==> src/rtl/bin2bcd_converter.sv <==
// bin2bcd_converter
//   Iterative shift-and-add-3 binary to packed-BCD converter that handles one
//   operand bit per clock. Operands that do not fit in DIGITS decimal digits
//   are saturated to all nines and flagged on ovf_o.
//
//   Handshakes: a transfer happens on a rising edge where valid and ready
//   are both high. The producer holds bin_i/valid_i until it is accepted.
//   The converter holds bcd_o/ovf_o/valid_o until ready_i takes the result.
//   Every output is either a flop or a pure decode of the state flop.
module bin2bcd_converter #(
    parameter int BIN_WIDTH = 14,
    parameter int DIGITS    = 4
) (
    input  logic                  clk_i,
    input  logic                  rst_ni,
    input  logic [BIN_WIDTH-1:0]  bin_i,
    input  logic                  valid_i,
    output logic                  ready_o,
    output logic [4*DIGITS-1:0]   bcd_o,
    output logic                  ovf_o,
    output logic                  valid_o,
    input  logic                  ready_i,
    output logic                  busy_o
);

    localparam int BCD_W = 4 * DIGITS;
    // The counter only has to reach BIN_WIDTH-1.
    localparam int CNT_W = $clog2(BIN_WIDTH);

    // The largest value that fits in DIGITS decimal digits, evaluated at elaboration.
    function automatic longint unsigned max_decimal(input int n);
        longint unsigned p;
        p = 1;
        for (int i = 0; i < n; i++) begin
            p = p * 10;
        end
        return p - 1;
    endfunction

    localparam longint unsigned MAX_DEC = max_decimal(DIGITS);
    localparam logic [BCD_W-1:0] SAT_BCD = {DIGITS{4'h9}};

    localparam logic [1:0] ST_IDLE  = 2'd0;
    localparam logic [1:0] ST_SHIFT = 2'd1;
    localparam logic [1:0] ST_DONE  = 2'd2;

    logic [1:0]           state_q,    state_d;
    logic [BIN_WIDTH-1:0] bin_q,      bin_d;
    logic [BCD_W-1:0]     scratch_q,  scratch_d;
    logic [CNT_W-1:0]     cnt_q,      cnt_d;
    logic                 ovf_pend_q, ovf_pend_d;
    logic [BCD_W-1:0]     bcd_q,      bcd_d;
    logic                 ovf_q,      ovf_d;

    logic [BCD_W-1:0]     scratch_adj;
    logic [BCD_W-1:0]     scratch_shift;
    logic [BIN_WIDTH-1:0] bin_shift;
    logic                 ovf_in;

    // One shift-and-add-3 step. Each digit is adjusted on its own with no
    // carry into the next digit, and the bit shifted out of the top digit is
    // dropped. That bit only matters for operands that get saturated anyway.
    always_comb begin
        scratch_adj = scratch_q;
        for (int d = 0; d < DIGITS; d++) begin
            if (scratch_q[4*d +: 4] >= 4'd5) begin
                scratch_adj[4*d +: 4] = scratch_q[4*d +: 4] + 4'd3;
            end
        end
        scratch_shift = {scratch_adj[BCD_W-2:0], bin_q[BIN_WIDTH-1]};
        bin_shift     = {bin_q[BIN_WIDTH-2:0], 1'b0};
    end

    // Range check on the incoming operand. This check is constant-false
    // when every BIN_WIDTH-bit value fits in DIGITS digits.
    always_comb begin
        ovf_in = 64'(bin_i) > MAX_DEC;
    end

    // Next-state logic for the IDLE -> SHIFT -> DONE -> IDLE sequence.
    always_comb begin
        state_d    = state_q;
        bin_d      = bin_q;
        scratch_d  = scratch_q;
        cnt_d      = cnt_q;
        ovf_pend_d = ovf_pend_q;
        bcd_d      = bcd_q;
        ovf_d      = ovf_q;
        case (state_q)
            ST_IDLE: begin
                if (valid_i) begin
                    bin_d      = bin_i;
                    scratch_d  = '0;
                    cnt_d      = '0;
                    ovf_pend_d = ovf_in;
                    state_d    = ST_SHIFT;
                end
            end
            ST_SHIFT: begin
                scratch_d = scratch_shift;
                bin_d     = bin_shift;
                cnt_d     = cnt_q + CNT_W'(1);
                // The last iteration publishes its own shifted value directly.
                if (cnt_q == CNT_W'(BIN_WIDTH - 1)) begin
                    bcd_d   = ovf_pend_q ? SAT_BCD : scratch_shift;
                    ovf_d   = ovf_pend_q;
                    state_d = ST_DONE;
                end
            end
            ST_DONE: begin
                // The result registers are left untouched and keep their value after the handshake.
                if (ready_i) begin
                    state_d = ST_IDLE;
                end
            end
            default: begin
                state_d = ST_IDLE;
            end
        endcase
    end

    // State and datapath registers. Reset clears everything and aborts any operation in flight.
    always_ff @(posedge clk_i or negedge rst_ni) begin
        if (!rst_ni) begin
            state_q    <= ST_IDLE;
            bin_q      <= '0;
            scratch_q  <= '0;
            cnt_q      <= '0;
            ovf_pend_q <= 1'b0;
            bcd_q      <= '0;
            ovf_q      <= 1'b0;
        end else begin
            state_q    <= state_d;
            bin_q      <= bin_d;
            scratch_q  <= scratch_d;
            cnt_q      <= cnt_d;
            ovf_pend_q <= ovf_pend_d;
            bcd_q      <= bcd_d;
            ovf_q      <= ovf_d;
        end
    end

    // Output decode. These signals depend only on flops, never on inputs.
    always_comb begin
        ready_o = (state_q == ST_IDLE);
        valid_o = (state_q == ST_DONE);
        busy_o  = (state_q == ST_SHIFT) || (state_q == ST_DONE);
        bcd_o   = bcd_q;
        ovf_o   = ovf_q;
    end

endmodule

==> config.mk <==
export PLATFORM = sky130hd
export DESIGN_NAME = bin2bcd_converter
export DESIGN_NICKNAME = d
export VERILOG_FILES = /design/src/rtl/bin2bcd_converter.sv
export SDC_FILE = /design/constraint.sdc
export NUM_CORES = 1
export LEC_CHECK = 0
export ABC_AREA = 0
export CELL_PAD_IN_SITES_DETAIL_PLACEMENT = 1
export CELL_PAD_IN_SITES_GLOBAL_PLACEMENT = 1
export CORE_MARGIN = 5
export CORE_UTILIZATION = 40
export CTS_BUF_LIST = sky130_fd_sc_hd__clkbuf_4 sky130_fd_sc_hd__clkbuf_8
export DETAILED_ROUTE_END_ITERATION = 10
export GPL_ROUTABILITY_DRIVEN = 0
export MAX_ROUTING_LAYER = met4
export PLACE_DENSITY_LB_ADDON = 0.1
export SKIP_CTS_REPAIR_TIMING = 1
export SLEW_MARGIN = 20
export SYNTH_ARGS = -nofsm -noshare
export SYNTH_HDL_FRONTEND = slang
export SYNTH_SLANG_ARGS = --single-unit
export TNS_END_PERCENT = 5
==> constraint.sdc <==
create_clock -name clk_i -period 1.62 [get_ports clk_i]
set_input_delay 0.243 -clock clk_i [delete_from_list [all_inputs] [get_ports clk_i]]
set_output_delay 0.243 -clock clk_i [all_outputs]
set_load 0.01 [all_outputs]
==> results of run 1 <==
[cells by family after synthesis]
family	after synthesis	share of synthesized area
AND/OR/NAND/NOR	57	0.109
AO/OA/AOI/OAI	97	0.235
multiplexers	7	0.0273
XOR/XNOR	4	0.0130
flip-flops	54	0.500
buffers and inverters	25	0.0454
adder cells (fa/ha/maj)	15	0.0695
[how the worst min path moves through the flow]
stage | slack [ps] | end | cells past startpoint
finish | 400 | scratch_q[2] | 2
global route | 450 | bcd_o[2] | 2
CTS | -140 | bcd_o[2] | 1
detailed placement | 220 | bcd_o[2] | 1
global placement | 210 | scratch_q[2] | 1
floorplan | -50 | bcd_o[0] | 0
[power groups by stage]
stage	Sequential, mW	Combinational (mW)	Clock (mW)
2_1_floorplan	1.84	1.47	0
6_report	1.94	2.50	0.935
4_1_cts	1.92	2.34	0.971
3_5_place_dp	1.95	2.31	0
5_1_grt	1.98	2.77	1.03
3_3_place_gp	1.94	2.25	0
[layout make-up]
cell class              instances  area [um2]
repair buffers                 69         686
clock inverters                 2        37.5
fillers                       744        3060
flip-flops and latches         54        1350
well taps                      80         100
clock buffers                   6        76.3
multi-input cells             180        1320
inverters                      13        48.8
[synth_stat cells (3+ instances only)]
cell and instances:
dfrtp_1 54, nand2_1 25, o22ai_1 24, o21ai_0 21
a21oi_1 19, ha_1 15, inv_1 12, a22o_1 10
nor2_1 9, nor3b_1 7, o31ai_1 7, buf_2 5
a211oi_1 4, a32o_1 4, mux2i_1 4, nand2b_1 4
xnor2_1 4, clkbuf_1 3, mux2_2 3, nand3_1 3
[sequential cells by signal, indices dropped and copies added (netlist names)]
name	flops
bcd_o	16
ovf_pend_q	1
state_q	2
scratch_q	16
bin_q	14
ovf_o	1
cnt_q	4
[through the flow]
stage	area (um2)	cells	setup WS [ps]
2_1_floorplan	2700	259	35.7
3_3_place_gp	3370	393	-15.6
3_5_place_dp	3370	393	-62.5
4_1_cts	3490	401	-346
5_1_grt	3620	404	-83.2
6_report	3620	404	35.8
[layer usage]
layer / vias to the layer above / share of wire / wire length (um)
li1: 1075 / - / -
met1: 1106 / 0.45 / 3080
met2: 34 / 0.50 / 3390
met3: 5 / 0.036 / 246
met4: 0 / 0.010 / 68
met5: - / 0 / 0
[worst max-delay path: stages, from the launching register on]
cell     delay (ps)
dfrtp_1         390
inv_2            80
ha_4            180
buf_4           160
o21ai_4         310
o31ai_1         140
a32o_1          230
==> impl_metrics.toml, run 1 <==
[drt]
drtIter0Drc = 36
wl_mm = 6.78
avgRoutedWirePerCell_um = 16.8
drc = 0
dr.pass1.iters = 4
routed-via-count = 2220
ant_nets = 0
viasPerCell = 5.50

[global_route]
grt_pass1_wl_mm = 11.6
grt_use_total = 0.175
gr-total-overflow = 0
met2_usage = 0.297
grtUsageMet3 = 0.0304
grt_pass1_vias = 2399
gr-max-usage-layer = "met2"
use_met1 = 0.217
grt_max_degree = 23
antenna_found_initial = 0

[setup_path]
worst_setup_path_start_kind = "register"
cp-end-kind = "register"
r2r_end = "scratch_q[7]"
cp.required_ps = 1830
reg2regPathDepth = 6
rr_startpoint = "state_q[0]"
crit_path_start = "state_q[0]"
crit_path_max_fanout = 8
reg2reg_slack_ps = 40
cp-endpoint = "scratch_q[7]"
worstSetupPathType = "reg -> reg"
cp.arrival_ps = 1790

[synth]
yosys_warnings = 0
yosysTopAreaCell = "dfrtp_1"
netlist_area_mm2 = 0.00270
synth-seq-area-share = 0.500
synth-seq-cells = 54
synth_flop_cell = "dfrtp_1"
ys_async_sr_fraction = 1.00
synth_top_area_frac = 0.500
syn_inst = 259
ys_types = 38
synth_fp_nets = 292
synth.area.top_cells = "dfrtp_1 (50%), ha_1 (6.9%), o22ai_1 (5.6%)"
avgSynthCellArea_um2 = 10.4
synth_edf_count = 0

[timing]
rsz0062_at_grt = "yes"
drv_slew = 0
hold_slack_ps = 395
clock_skew_ps = 12.0
period_share = 0.978
hold_violations = 0
slew_headroom = 0.618
tns_ps = 0
maxClockFrequency_mhz = 631
setup_violations = 0
finalCriticalPeriod_ps = 1580
max_slew.worst_pin.slew_ps = 573

[floorplanning]
core_area_mm2 = 0.00668
pin_count = 38
initial_core_util = 0.404
num_rows = 30
die_x_um = 92.2
die_height_um = 92.2
die_area_mm2 = 0.00850

[power]
swShare = 0.385
power.density_mw_per_mm2 = 1480
p_sw_mw = 2.06
p_total_mw = 5.37
power_leakage_nw = 1.56
combPwrFrac = 0.465
peakVddDrop_uv = 893
p_int_mw = 3.30
seq_power_share = 0.361
clockPowerShare = 0.174

[status]
run_status = "completed"

[placement]
io_buffers = 37
place_hpwl_mm = 4.99

[clock_network]
cts_sinks = 54
htree_levels = 2
cts_tree = "done"
cts_max_path_buffers = 2
clk_latency_ps = 310
numCtsBuffers = 5
clk_pin_slew_ps = 110
clockRootBuffer = "clkbuf_8"

[layout]
drive_gt1_frac = 0.201
layout.nets = 356
layout_common_cells = "dfrtp_1 (54), clkdlybuf4s50_1 (33), nand2_1 (25), o22ai_1 (24), buf_4 (24)"
fin_util = 0.542
layout_commonest_cell = "dfrtp_1"
diodes = 0
area_growth_pct = 34.0

[worst_hold_path]
hp-class = "in -> async"

[flow_run]
max-cap-violations = 0
(Power assumes the default switching activity.)
==> run 2: changes to the inputs <==
- SETUP_SLACK_MARGIN: default -> 0.1
==> impl_metrics.toml, run 2 (synthesis results as in run 1) <==
[status]
run_status = "completed"

[setup_path]
worstSetupPathDepth = 5
slowest_delay_ps = 440
cp.required_ps = 1830
worstSetupPathType = "reg -> reg"
cp.arrival_ps = 1830
reg2regPathDepth = 5
cp-end-kind = "register"
crit_path_max_fanout = 4
crit_chain = "ha_1, nand2b_1, a21oi_2, mux2_2, o31ai_2"
cp_slowest_cell = "dfrtp_1"
worst_setup_path_start_kind = "register"
cp_num_buf_inv = 0
crit_family = "flip-flops"

[drt]
drtIter0Drc = 63
top_layer = "met4"
dr.pass1.iters = 4
routed-via-count = 2244
met2_length_mm = 3.55
wl_mm = 7.03
wl_met1_mm = 3.24
viasPerCell = 5.51
met3WireLength_um = 206
avgRoutedWirePerCell_um = 17.3
ant_nets = 0
drc = 0

[timing]
finalCriticalPeriod_ps = 1610
rsz0062_at_grt = "yes"
fin_ws_ps = 8.11
maxClockFrequency_mhz = 620
hold_violations = 0
clock_skew_ps = 14.4
drv_slew = 0
slew_headroom = 0.635
period_share = 0.995
max_slew.worst_pin.slew_ps = 548
tns_ps = 0
setup_violations = 0

[floorplanning]
pin_count = 38
die_x_um = 92.2
core_area_mm2 = 0.00668
num_rows = 30
die_area_mm2 = 0.00850
die_height_um = 92.2
initial_core_util = 0.404

[placement]
place_hpwl_mm = 4.97
place_ws_ps = -43.5
dpl_cell_area_mm2 = 0.00338
io_buffers = 37
dp_cells = 397

[global_route]
gr-total-overflow = 0
antenna_found_initial = 0
grt_pass1_wl_mm = 11.5
grt_pass1_vias = 2289
grt_max_degree = 55
grt_use_total = 0.173

[clock_network]
cts_sinks = 54
cts_tree = "done"
clk_pin_slew_ps = 100
htree_levels = 2
clockRootBuffer = "clkbuf_8"
clk_latency_ps = 310
cts_max_path_buffers = 2
numCtsBuffers = 5

[power]
power.density_mw_per_mm2 = 1500
p_total_mw = 5.48
peakVddDrop_uv = 813
power_leakage_nw = 1.61

[worst_hold_path]
hp-class = "in -> async"

[layout]
fin_cells = 407
fillers = 738
layout_common_cells = "dfrtp_1 (53), clkdlybuf4s50_1 (30), buf_4 (28), nand2_1 (24), o22ai_1 (23)"
final_cell_area_mm2 = 0.00366
layout_commonest_cell = "dfrtp_1"
area_growth_pct = 35.5
drive_gt1_frac = 0.239
layout.nets = 359
diodes = 0

[flow_run]
max-cap-violations = 0
## run 2: cell types whose count changed in the layout (fill, tap and decap cells not counted), sizes merged
cell	previous run	this run
clkdlybuf4s50	33	30
dlymetal6s2s	3	5
buf	32	35
clkbuf	6	7
## run 2: final timing paths
path / start / endpoint / slack (ps)
max in group asynchronous: rst_ni / bin_q[10] / 910
max: scratch_q[4] / bcd_o[6] / 8
min reg2reg: bcd_o[3] / bcd_o[3] / 490
max reg2reg: scratch_q[4] / bcd_o[6] / 8
min: rst_ni / scratch_q[7] / 450
min in group clk_i: bcd_o[3] / bcd_o[3] / 490
## run 2: final cells by class
class | count | area (um2) | share of cell area
Multi-Input combinational cell | 180 | 1360 | 0.371
Sequential cell | 54 | 1350 | 0.370
Inverter | 13 | 48.8 | 0.0133
Timing Repair Buffer | 72 | 687 | 0.188
Clock inverter | 2 | 37.5 | 0.0103
Tap cell | 80 | 100 | 0.0274
Clock buffer | 6 | 76.3 | 0.0209
## run 2: worst reg2reg max path: cells and delay by family (launching register included)
kind,cells,cell delay [ps]
multiplexers,1,370
AND/OR/NAND/NOR,1,160
flip-flops,1,440
adder cells (fa/ha/maj),1,200
AO/OA/AOI/OAI,2,350
## run 2: report_power, final
part | internal [mW] | switching, mW | total, mW
Combinational | 1.22 | 1.37 | 2.59
Clock | 0.479 | 0.464 | 0.943
Sequential | 1.63 | 0.306 | 1.94
## run 2: per-stage QoR
step | hold slack [ps] | utilization
2_1_floorplan | -52.6 | -
3_3_place_gp | 269 | 0.506
3_5_place_dp | 267 | 0.506
4_1_cts | -69.3 | 0.523
5_1_grt | 486 | 0.548
6_report | 453 | 0.548
## run 2: layer usage
layer  vias to the layer above  global-route usage
met3                         5              0.0295
met1                      1118               0.226
li1                       1081                   -
met5                         -                   -
met2                        40               0.288
met4                         0              0.0285
==> run 3: changes to the inputs <==
- ABC_CLOCK_PERIOD_IN_PS: default -> 1620
- CORE_MARGIN: 5 -> 3
==> impl_metrics.toml, run 3 (synthesis results as in run 1) <==
[status]
run_status = "completed"

[global_route]
grt_pass1_vias = 2339
grt_pass1_wl_mm = 11.7
grt_max_degree = 55
antenna_found_initial = 0
gr-total-overflow = 0
grt_use_total = 0.202

[timing]
setup_violations = 0
fin_ws_ps = 27.7
rsz0062_at_grt = "yes"
hold_slack_ps = 450
period_share = 0.983
maxClockFrequency_mhz = 628
clock_skew_ps = 6.26
hold_violations = 0
drv_slew = 0
max_slew.worst_pin.slew_ps = 483
slew_headroom = 0.678
finalCriticalPeriod_ps = 1590

[layout]
area_growth_pct = 38.7
final_cell_area_mm2 = 0.00375
drive_gt1_frac = 0.276
layout_common_cells = "dfrtp_1 (53), clkdlybuf4s50_1 (29), nand2_1 (24), buf_4 (24), o21ai_0 (19)"
layout_commonest_cell = "dfrtp_1"
fin_cells = 403
diodes = 0
layout.nets = 358

[clock_network]
clk_latency_ps = 310
clk_pin_slew_ps = 90
numCtsBuffers = 5
cts_max_path_buffers = 2
cts_sinks = 54
clockRootBuffer = "clkbuf_8"
htree_levels = 2
cts_tree = "done"

[setup_path]
worst_setup_path_start_kind = "register"
cp-end-kind = "register"
cp.arrival_ps = 1790
rr_startpoint = "state_q[1]"
crit_path_max_fanout = 16
reg2regPathDepth = 6
worstSetupPathType = "reg -> reg"
cp.required_ps = 1820
reg2reg_slack_ps = 30
r2r_end = "scratch_q[3]"

[drt]
ant_nets = 0
dr.pass1.iters = 4
drtIter0Drc = 87
wl_mm = 7.15
viasPerCell = 5.62
avgRoutedWirePerCell_um = 17.7
routed-via-count = 2263
drc = 0

[placement]
place_hpwl_mm = 5.05
dp_cells = 392
io_buffers = 37
place_ws_ps = -72.0
dpl_cell_area_mm2 = 0.00340

[floorplanning]
core_area_mm2 = 0.00646
die_x_um = 88.2
die_area_mm2 = 0.00778
num_rows = 29
pin_count = 38
initial_core_util = 0.418
die_height_um = 88.2

[flow_run]
max-cap-violations = 0

[worst_hold_path]
hp-class = "in -> async"

[power]
power.density_mw_per_mm2 = 1510
power_leakage_nw = 1.67
peakVddDrop_uv = 1100
-- run 3: area by class of cell --
| cell class | instances | area [um2] |
|---|---|---|
| Multi-Input combinational cell | 180 | 1410 |
| Clock buffer | 6 | 76.3 |
| Timing Repair Buffer | 71 | 722 |
| Fill cell | 701 | 2710 |
| Tap cell | 77 | 96.3 |
| Inverter | 13 | 48.8 |
| Sequential cell | 54 | 1350 |
| Clock inverter | 2 | 37.5 |
-- run 3: worst max-delay path by stage --
stage / slack, ps / end / start
after global routing: -70 / scratch_q[3] / state_q[1]
after CTS: -290 / ready_o / state_q[0]
final: 30 / scratch_q[3] / state_q[1]
after global placement: -9 / bin_q[6] / valid_i
after floorplan: 70 / bcd_o[6] / scratch_q[4]
after detailed placement: -70 / bin_q[8] / valid_i
-- run 3: power by group --
part           internal (mW)  switching, mW
combinational           1.36           1.44
clock                  0.478          0.442
sequential              1.63          0.322
total                   3.47           2.20
-- run 3: critical path: stages (launching register included) --
cell and delay, ps:
dfrtp_1 390, inv_2 90, ha_4 180, buf_12 150, o21ai_4 310, o31ai_1 140
a32o_1 220
-- run 3: per-layer routing --
metal / global-route usage / wire length (um)
met3: 0.0357 / 180
met1: 0.254 / 3070
met2: 0.336 / 3820
met4: 0.0549 / 76
met5: - / 0
-- run 3: stage by stage --
stage,utilization,power (mW),TNS (ps)
detailed placement,0.526,4.37,-531
global route,0.580,6.11,-388
global placement,0.526,4.26,-43.9
finish,0.580,5.67,0
CTS,0.544,5.33,-1160
floorplan,-,3.33,0
